### src/rtl/cam_cfg_pkg.sv
// cam_cfg_pkg
//   Shared constants and types for the OV7670 boot-time register loader:
//   table marker words, the default SCCB write address and the sequencer
//   state encoding.
package cam_cfg_pkg;

  // Table marker words. Neither value is a real OV7670 register write.
  localparam logic [15:0] ROM_END   = 16'hFFFF;
  localparam logic [15:0] ROM_DELAY = 16'hFFF0;

  // OV7670 SCCB write address. The I2C master consumes it.
  localparam logic [7:0]  CAM_I2C_ADDR = 8'h42;

  // Last table index. The sequencer stops here instead of wrapping to 0.
  localparam logic [7:0]  ROM_LAST_ADDR = 8'hFF;

  typedef enum logic [2:0] {
    ST_IDLE,
    ST_FETCH,
    ST_DECODE,
    ST_SEND,
    ST_WAIT_BUSY,
    ST_WAIT_DONE,
    ST_DELAY,
    ST_DONE
  } cfg_state_t;

endpackage

### src/rtl/cam_config_seq.sv
// cam_config_seq
//   Boot-time OV7670 register loader. A start pulse makes the block walk the
//   cam_rom table from index 0. It issues one I2C register write per entry,
//   pauses on delay markers and stops on the end marker. It then holds
//   o_config_done high until the next start pulse.
// Ports
//   i_clk           in   1   system clock
//   i_rstn          in   1   asynchronous active-low reset; aborts any sequence
//   i_i2c_ready     in   1   I2C master idle; drops low while a write runs
//   i_config_start  in   1   1-cycle pulse; honoured only in IDLE or DONE
//   i_rom_data      in   16  table word {reg_addr, reg_val}, 1-clock latency
//   o_rom_addr      out  8   table index presented to cam_rom
//   o_i2c_start     out  1   1-cycle write request to the I2C master
//   o_i2c_addr      out  8   camera register sub-address
//   o_i2c_data      out  8   register value
//   o_config_done   out  1   high once the end of the table is reached
module cam_config_seq
  import cam_cfg_pkg::*;
#(
  parameter int         CLK_F        = 27_000_000,
  parameter logic [7:0] CAM_I2C_ADDR = cam_cfg_pkg::CAM_I2C_ADDR
) (
  input  logic        i_clk,
  input  logic        i_rstn,
  input  logic        i_i2c_ready,
  input  logic        i_config_start,
  input  logic [15:0] i_rom_data,
  output logic [7:0]  o_rom_addr,
  output logic        o_i2c_start,
  output logic [7:0]  o_i2c_addr,
  output logic [7:0]  o_i2c_data,
  output logic        o_config_done
);

  // Delay marker length: 10 ms worth of clocks.
  localparam int DLY_CYCLES = (CLK_F / 100 > 1) ? CLK_F / 100 : 2;
  localparam int DLY_W      = $clog2(DLY_CYCLES);
  localparam logic [DLY_W-1:0] DLY_LAST = DLY_W'(DLY_CYCLES - 1);

  // The SCCB address belongs to the I2C master. It is carried here only so
  // that both blocks are parameterised from one place.
  logic [7:0] unused_cam_addr;
  assign unused_cam_addr = CAM_I2C_ADDR;

  cfg_state_t       state_reg, state_next;
  logic [7:0]       rom_addr_reg, rom_addr_next;
  logic [DLY_W-1:0] dly_cnt_reg, dly_cnt_next;
  logic [7:0]       i2c_addr_reg, i2c_addr_next;
  logic [7:0]       i2c_data_reg, i2c_data_next;
  logic             i2c_start_reg, i2c_start_next;
  logic             done_reg, done_next;

  logic last_entry;
  logic dly_last;
  assign last_entry = (rom_addr_reg == ROM_LAST_ADDR);
  assign dly_last   = (dly_cnt_reg == DLY_LAST);

  // State and datapath registers.
  always_ff @(posedge i_clk or negedge i_rstn) begin
    if (!i_rstn) begin
      state_reg     <= ST_IDLE;
      rom_addr_reg  <= '0;
      dly_cnt_reg   <= '0;
      i2c_addr_reg  <= '0;
      i2c_data_reg  <= '0;
      i2c_start_reg <= 1'b0;
      done_reg      <= 1'b0;
    end else begin
      state_reg     <= state_next;
      rom_addr_reg  <= rom_addr_next;
      dly_cnt_reg   <= dly_cnt_next;
      i2c_addr_reg  <= i2c_addr_next;
      i2c_data_reg  <= i2c_data_next;
      i2c_start_reg <= i2c_start_next;
      done_reg      <= done_next;
    end
  end

  // Next-state logic.
  always_comb begin
    state_next = state_reg;
    case (state_reg)
      ST_IDLE, ST_DONE: if (i_config_start) state_next = ST_FETCH;
      ST_FETCH:         state_next = ST_DECODE;
      ST_DECODE: begin
        if (i_rom_data == ROM_END)        state_next = ST_DONE;
        else if (i_rom_data == ROM_DELAY) state_next = ST_DELAY;
        else                              state_next = ST_SEND;
      end
      ST_SEND:      if (i_i2c_ready)  state_next = ST_WAIT_BUSY;
      ST_WAIT_BUSY: if (!i_i2c_ready) state_next = ST_WAIT_DONE;
      // The last index finishes the sequence instead of wrapping to 0.
      ST_WAIT_DONE: if (i_i2c_ready) state_next = last_entry ? ST_DONE : ST_FETCH;
      ST_DELAY:     if (dly_last)    state_next = last_entry ? ST_DONE : ST_FETCH;
      default:      state_next = ST_IDLE;
    endcase
  end

  // Output and datapath logic. All outputs are registered. The write request
  // therefore appears in the first WAIT_BUSY cycle, after addr/data have
  // already been stable for one clock.
  always_comb begin
    rom_addr_next  = rom_addr_reg;
    dly_cnt_next   = dly_cnt_reg;
    i2c_addr_next  = i2c_addr_reg;
    i2c_data_next  = i2c_data_reg;
    i2c_start_next = 1'b0;
    done_next      = (state_next == ST_DONE);
    case (state_reg)
      ST_IDLE, ST_DONE: if (i_config_start) rom_addr_next = '0;
      ST_DECODE: begin
        if (i_rom_data == ROM_DELAY) begin
          dly_cnt_next = '0;
        end else if (i_rom_data != ROM_END) begin
          i2c_addr_next = i_rom_data[15:8];
          i2c_data_next = i_rom_data[7:0];
        end
      end
      ST_SEND: if (i_i2c_ready) i2c_start_next = 1'b1;
      ST_WAIT_DONE: begin
        if (i_i2c_ready && !last_entry) rom_addr_next = rom_addr_reg + 8'd1;
      end
      ST_DELAY: begin
        dly_cnt_next = dly_cnt_reg + DLY_W'(1);
        if (dly_last && !last_entry) rom_addr_next = rom_addr_reg + 8'd1;
      end
      default: ;
    endcase
  end

  assign o_rom_addr    = rom_addr_reg;
  assign o_i2c_start   = i2c_start_reg;
  assign o_i2c_addr    = i2c_addr_reg;
  assign o_i2c_data    = i2c_data_reg;
  assign o_config_done = done_reg;

endmodule

### config.mk
export PLATFORM = sky130hd
export DESIGN_NAME = cam_config_seq
export DESIGN_NICKNAME = d
export VERILOG_FILES = /design/src/rtl/cam_cfg_pkg.sv /design/src/rtl/cam_config_seq.sv
export SDC_FILE = /design/constraint.sdc
export NUM_CORES = 1
export LEC_CHECK = 0
export CORE_UTILIZATION = 49
export CTS_BUF_LIST = sky130_fd_sc_hd__clkbuf_8
export DETAILED_ROUTE_END_ITERATION = 12
export HOLD_SLACK_MARGIN = 0.1
export PLACE_DENSITY = 0.9
export SYNTH_ARGS = -nofsm -noshare
export SYNTH_HDL_FRONTEND = slang
export SYNTH_SLANG_ARGS = --single-unit
### constraint.sdc
create_clock -name i_clk -period 2 [get_ports i_clk]
set_input_delay 0.4 -clock i_clk [delete_from_list [all_inputs] [get_ports i_clk]]
set_output_delay 0.4 -clock i_clk [all_outputs]
set_load 0.01 [all_outputs]
==> flow_metrics.py <==
metrics = {
    "timing": {
        "fin_crit_sh_pct": 96.1,
        "setup_slack_ns": 0.0780,
        "rsz0062_at_grt": "no",
        "hold_viol": 0,
        "setup_viol": 0,
        "skew_ns": 0.00527,
        "tns_ns": 0,
        "worst_pin_slew_ns": 0.525,
        "relSlewSlack_pct": 64.9,
        "clock.fmax_ghz": 0.520,
        "slew_violations": 0,
        "period_minus_slack_ns": 1.92,
    },
    "placement": {
        "dp_hpwl_mm": 4.28,
        "dp.cells": 378,
        "gp_congestion": 0.821,
        "pre_cts_ws_ns": -0.393,
        "placed_cell_area_um2": 3200,
        "place.port_buffers": 45,
    },
    "min_path": {
        "hold_path_startpoint": "dly_cnt_reg[18]$_DFFE_PN0P_",
        "whs_path_depth": 1,
        "hold_end": "dly_cnt_reg[18]$_DFFE_PN0P_",
        "hp-class": "flip-flop to flip-flop",
    },
    "yosys": {
        "netlist_area_um2": 2490,
        "synth_area_per_cell_um2": 10.1,
        "synth-seq-area-share_pct": 48.2,
        "synth_cell_types": 50,
        "synth_edf_count": 0,
        "syn-num-nets": 268,
        "ys_top_cells_by_area": "dfrtp_1 48%, mux2_2 8.1%, o21ai_0 5.4%, nand2_1 3.0%, nand4_1 2.3%",
        "synth_ff_type": "dfrtp_1",
        "synth_top_area_share_pct": 48.2,
        "synth_cells": 246,
        "ys_ff_latch": 48,
        "yosys_warnings": 0,
        "synthArstFlopShare_pct": 100,
        "yosysTopAreaCell": "dfrtp_1",
    },
    "critical_path": {
        "regToRegStartpoint": "dly_cnt_reg[1]$_DFFE_PN0P_",
        "reg2reg_to": "dly_cnt_reg[18]$_DFFE_PN0P_",
        "reg2reg_slack_ns": 0.15,
        "required_ns": 2.20,
        "crit_path_start_kind": "input pin",
        "crit_type": "input pin to flip-flop",
        "worstPathMaxFanout": 2,
        "critPathArrivalTime_ns": 2.12,
        "reg2reg_depth": 6,
        "critPathCaptureType": "flip-flop",
    },
    "die": {
        "dieArea_um2": 5380,
        "fp.coreArea_um2": 4820,
        "pin_count": 46,
        "fp.dieH_um": 73.3,
        "start_util_pct": 51.7,
        "die_w_um": 73.3,
        "num_rows": 25,
    },
    "pwr": {
        "seqPwrFrac_pct": 38.2,
        "power_frac_clock_pct": 17.9,
        "cellLeakagePower_uw": 0.00138,
        "p_total_uw": 4190,
        "vdd.ir_drop.worst_mv": 0.788,
        "p_int_uw": 2740,
        "netSwitchingFraction_pct": 34.5,
        "power_density_nw_per_um2": 1240,
        "p_comb_share_pct": 43.9,
        "p_sw_uw": 1450,
    },
    "clocking": {
        "cts_sinks": 48,
        "cts_root_buf": "clkbuf_8",
        "clk_pin_slew_ns": 0.09,
        "cts_tree": "done",
        "htree_levels": 2,
        "clockBufferDepth": 2,
        "clock_latency_ns": 0.31,
        "cts_buffers": 5,
    },
    "global_route": {
        "grt_max_degree": 23,
        "grt_usage_pct": 24.2,
        "grt_pass1_vias": 2220,
        "antenna_found_initial": 0,
        "grt_first_pass_wirelength_mm": 9.92,
        "grt.overflow.total": 0,
    },
    "cells_and_area": {
        "drive_above_1_share_pct": 22.1,
        "diodes": 0,
        "syn2layout_area_growth_pct": 35.8,
        "fill_cells": 355,
        "nets": 342,
        "fin_area_um2": 3380,
        "final_cell_mix": "48 x dfrtp_1, 44 x clkdlybuf4s50_1, 29 x buf_4",
        "largest_register_ffs": 19,
        "layout_commonest_cell": "dfrtp_1",
        "layout.cells.non_filler": 388,
    },
    "drt": {
        "ant_nets": 0,
        "first_pass_iters": 4,
        "routed_wl_mm": 6.08,
        "first_iter_violations": 137,
        "drc": 0,
        "routedWlPerCell_um": 15.7,
        "routed_via_density": 5.82,
        "routed-via-count": 2259,
    },
    "run": {
        "maxCapViolCount": 0,
    },
    "run_status": {
        "status": "complete, no violations",
    },
}
## worst max-delay path by stage
stage,from,end,cells past startpoint
finish,i_rom_data[0],o_config_done$_DFF_PN0_,6
global route,i_rom_data[13],dly_cnt_reg[16]$_DFFE_PN0P_,8
CTS,i_rom_data[13],dly_cnt_reg[16]$_DFFE_PN0P_,8
detailed placement,i_rom_data[0],dly_cnt_reg[7]$_DFFE_PN0P_,6
global placement,i_rom_data[10],o_i2c_data[0]$_DFFE_PN0P_,5
floorplan,dly_cnt_reg[0]$_DFFE_PN0P_,dly_cnt_reg[18]$_DFFE_PN0P_,7
## per-layer routing
layer | routed length (um) | track usage (%) | share of wire (%) | up-vias
li1 | - | - | - | 1084
met1 | 2620 | 30.3 | 43 | 1090
met2 | 3050 | 40.2 | 50 | 70
met3 | 269 | 5.76 | 4.4 | 15
met4 | 146 | 10.3 | 2.4 | 0
met5 | 0 | 0 | 0 | -
## area by class of cell
type | count | area [um2] | area share [%]
repair buffers | 76 | 693 | 20.5
clock inverters | 2 | 38.8 | 1.15
flip-flops and latches | 48 | 1200 | 35.5
inverters | 3 | 11.3 | 0.333
multi-input cells | 186 | 1270 | 37.6
clock buffers | 6 | 82.6 | 2.44
well taps | 67 | 83.8 | 2.48
## Yosys cell counts (2+ instances only)
master and n:
nand2b_1 4, nor4b_1 3, nor2b_1 3, nor4_1 2, nor2_1 15, and3_1 5, a31oi_1 5, and4_1 2
mux2i_1 2, a41oi_1 2, clkbuf_1 5, o211ai_1 7, nor4_2 2, o21ai_0 27, o31ai_1 5, nand2_1 20
a21oi_1 10, nor3_1 5, buf_6 2, and2_1 2, buf_2 2, dfrtp_1 48, mux2_2 18, ha_1 2
a22o_1 2, o21a_1 2, nand4_1 9, inv_1 3, nand3_1 11
## worst max-delay path, stage by stage
cell	delay (ns)
clkdlybuf4s50_1	0.43
or4_4	0.57
nor4_4	0.24
o21a_1	0.18
a21oi_1	0.10
and3_1	0.20
## through the flow
stage	utilization (%)	hold WS, ns
2_1_floorplan	-	0.104
3_3_place_gp	66.4	0.282
3_5_place_dp	66.4	0.278
4_1_cts	69.6	0.479
5_1_grt	70.3	0.513
6_report	70.3	0.485
## logic make-up (layout without fill, tap and decap cells)
| family | Yosys count | after routing | synth area share [%] |
|---|---|---|---|
| AO/OA/AOI/OAI | 70 | 70 | 17.7 |
| flip-flops | 48 | 48 | 48.2 |
| multiplexers | 20 | 20 | 8.94 |
| buffers and inverters | 12 | 87 | 2.51 |
| AND/OR/NAND/NOR | 93 | 93 | 21.3 |
| adder cells (fa/ha/maj) | 2 | 2 | 1.00 |
| XOR/XNOR | 1 | 1 | 0.351 |
## what timing repair did
action,4_1_cts,5_1_grt
resized for setup,3,5
hold endpoints to repair,8,0
pin swaps,0,2
setup buffers,0,1
hold buffers,1,0
setup endpoints to repair,24,32
## power groups by stage
| stage | clock (uW) | sequential [uW] | combinational [uW] |
|---|---|---|---|
| 2_1_floorplan | 0 | 1670 | 877 |
| 3_3_place_gp | 0 | 1580 | 1740 |
| 3_5_place_dp | 0 | 1600 | 1790 |
| 4_1_cts | 755 | 1590 | 1830 |
| 5_1_grt | 785 | 1650 | 1990 |
| 6_report | 749 | 1600 | 1840 |
No activity file was read; power rests on OpenSTA's default activity.
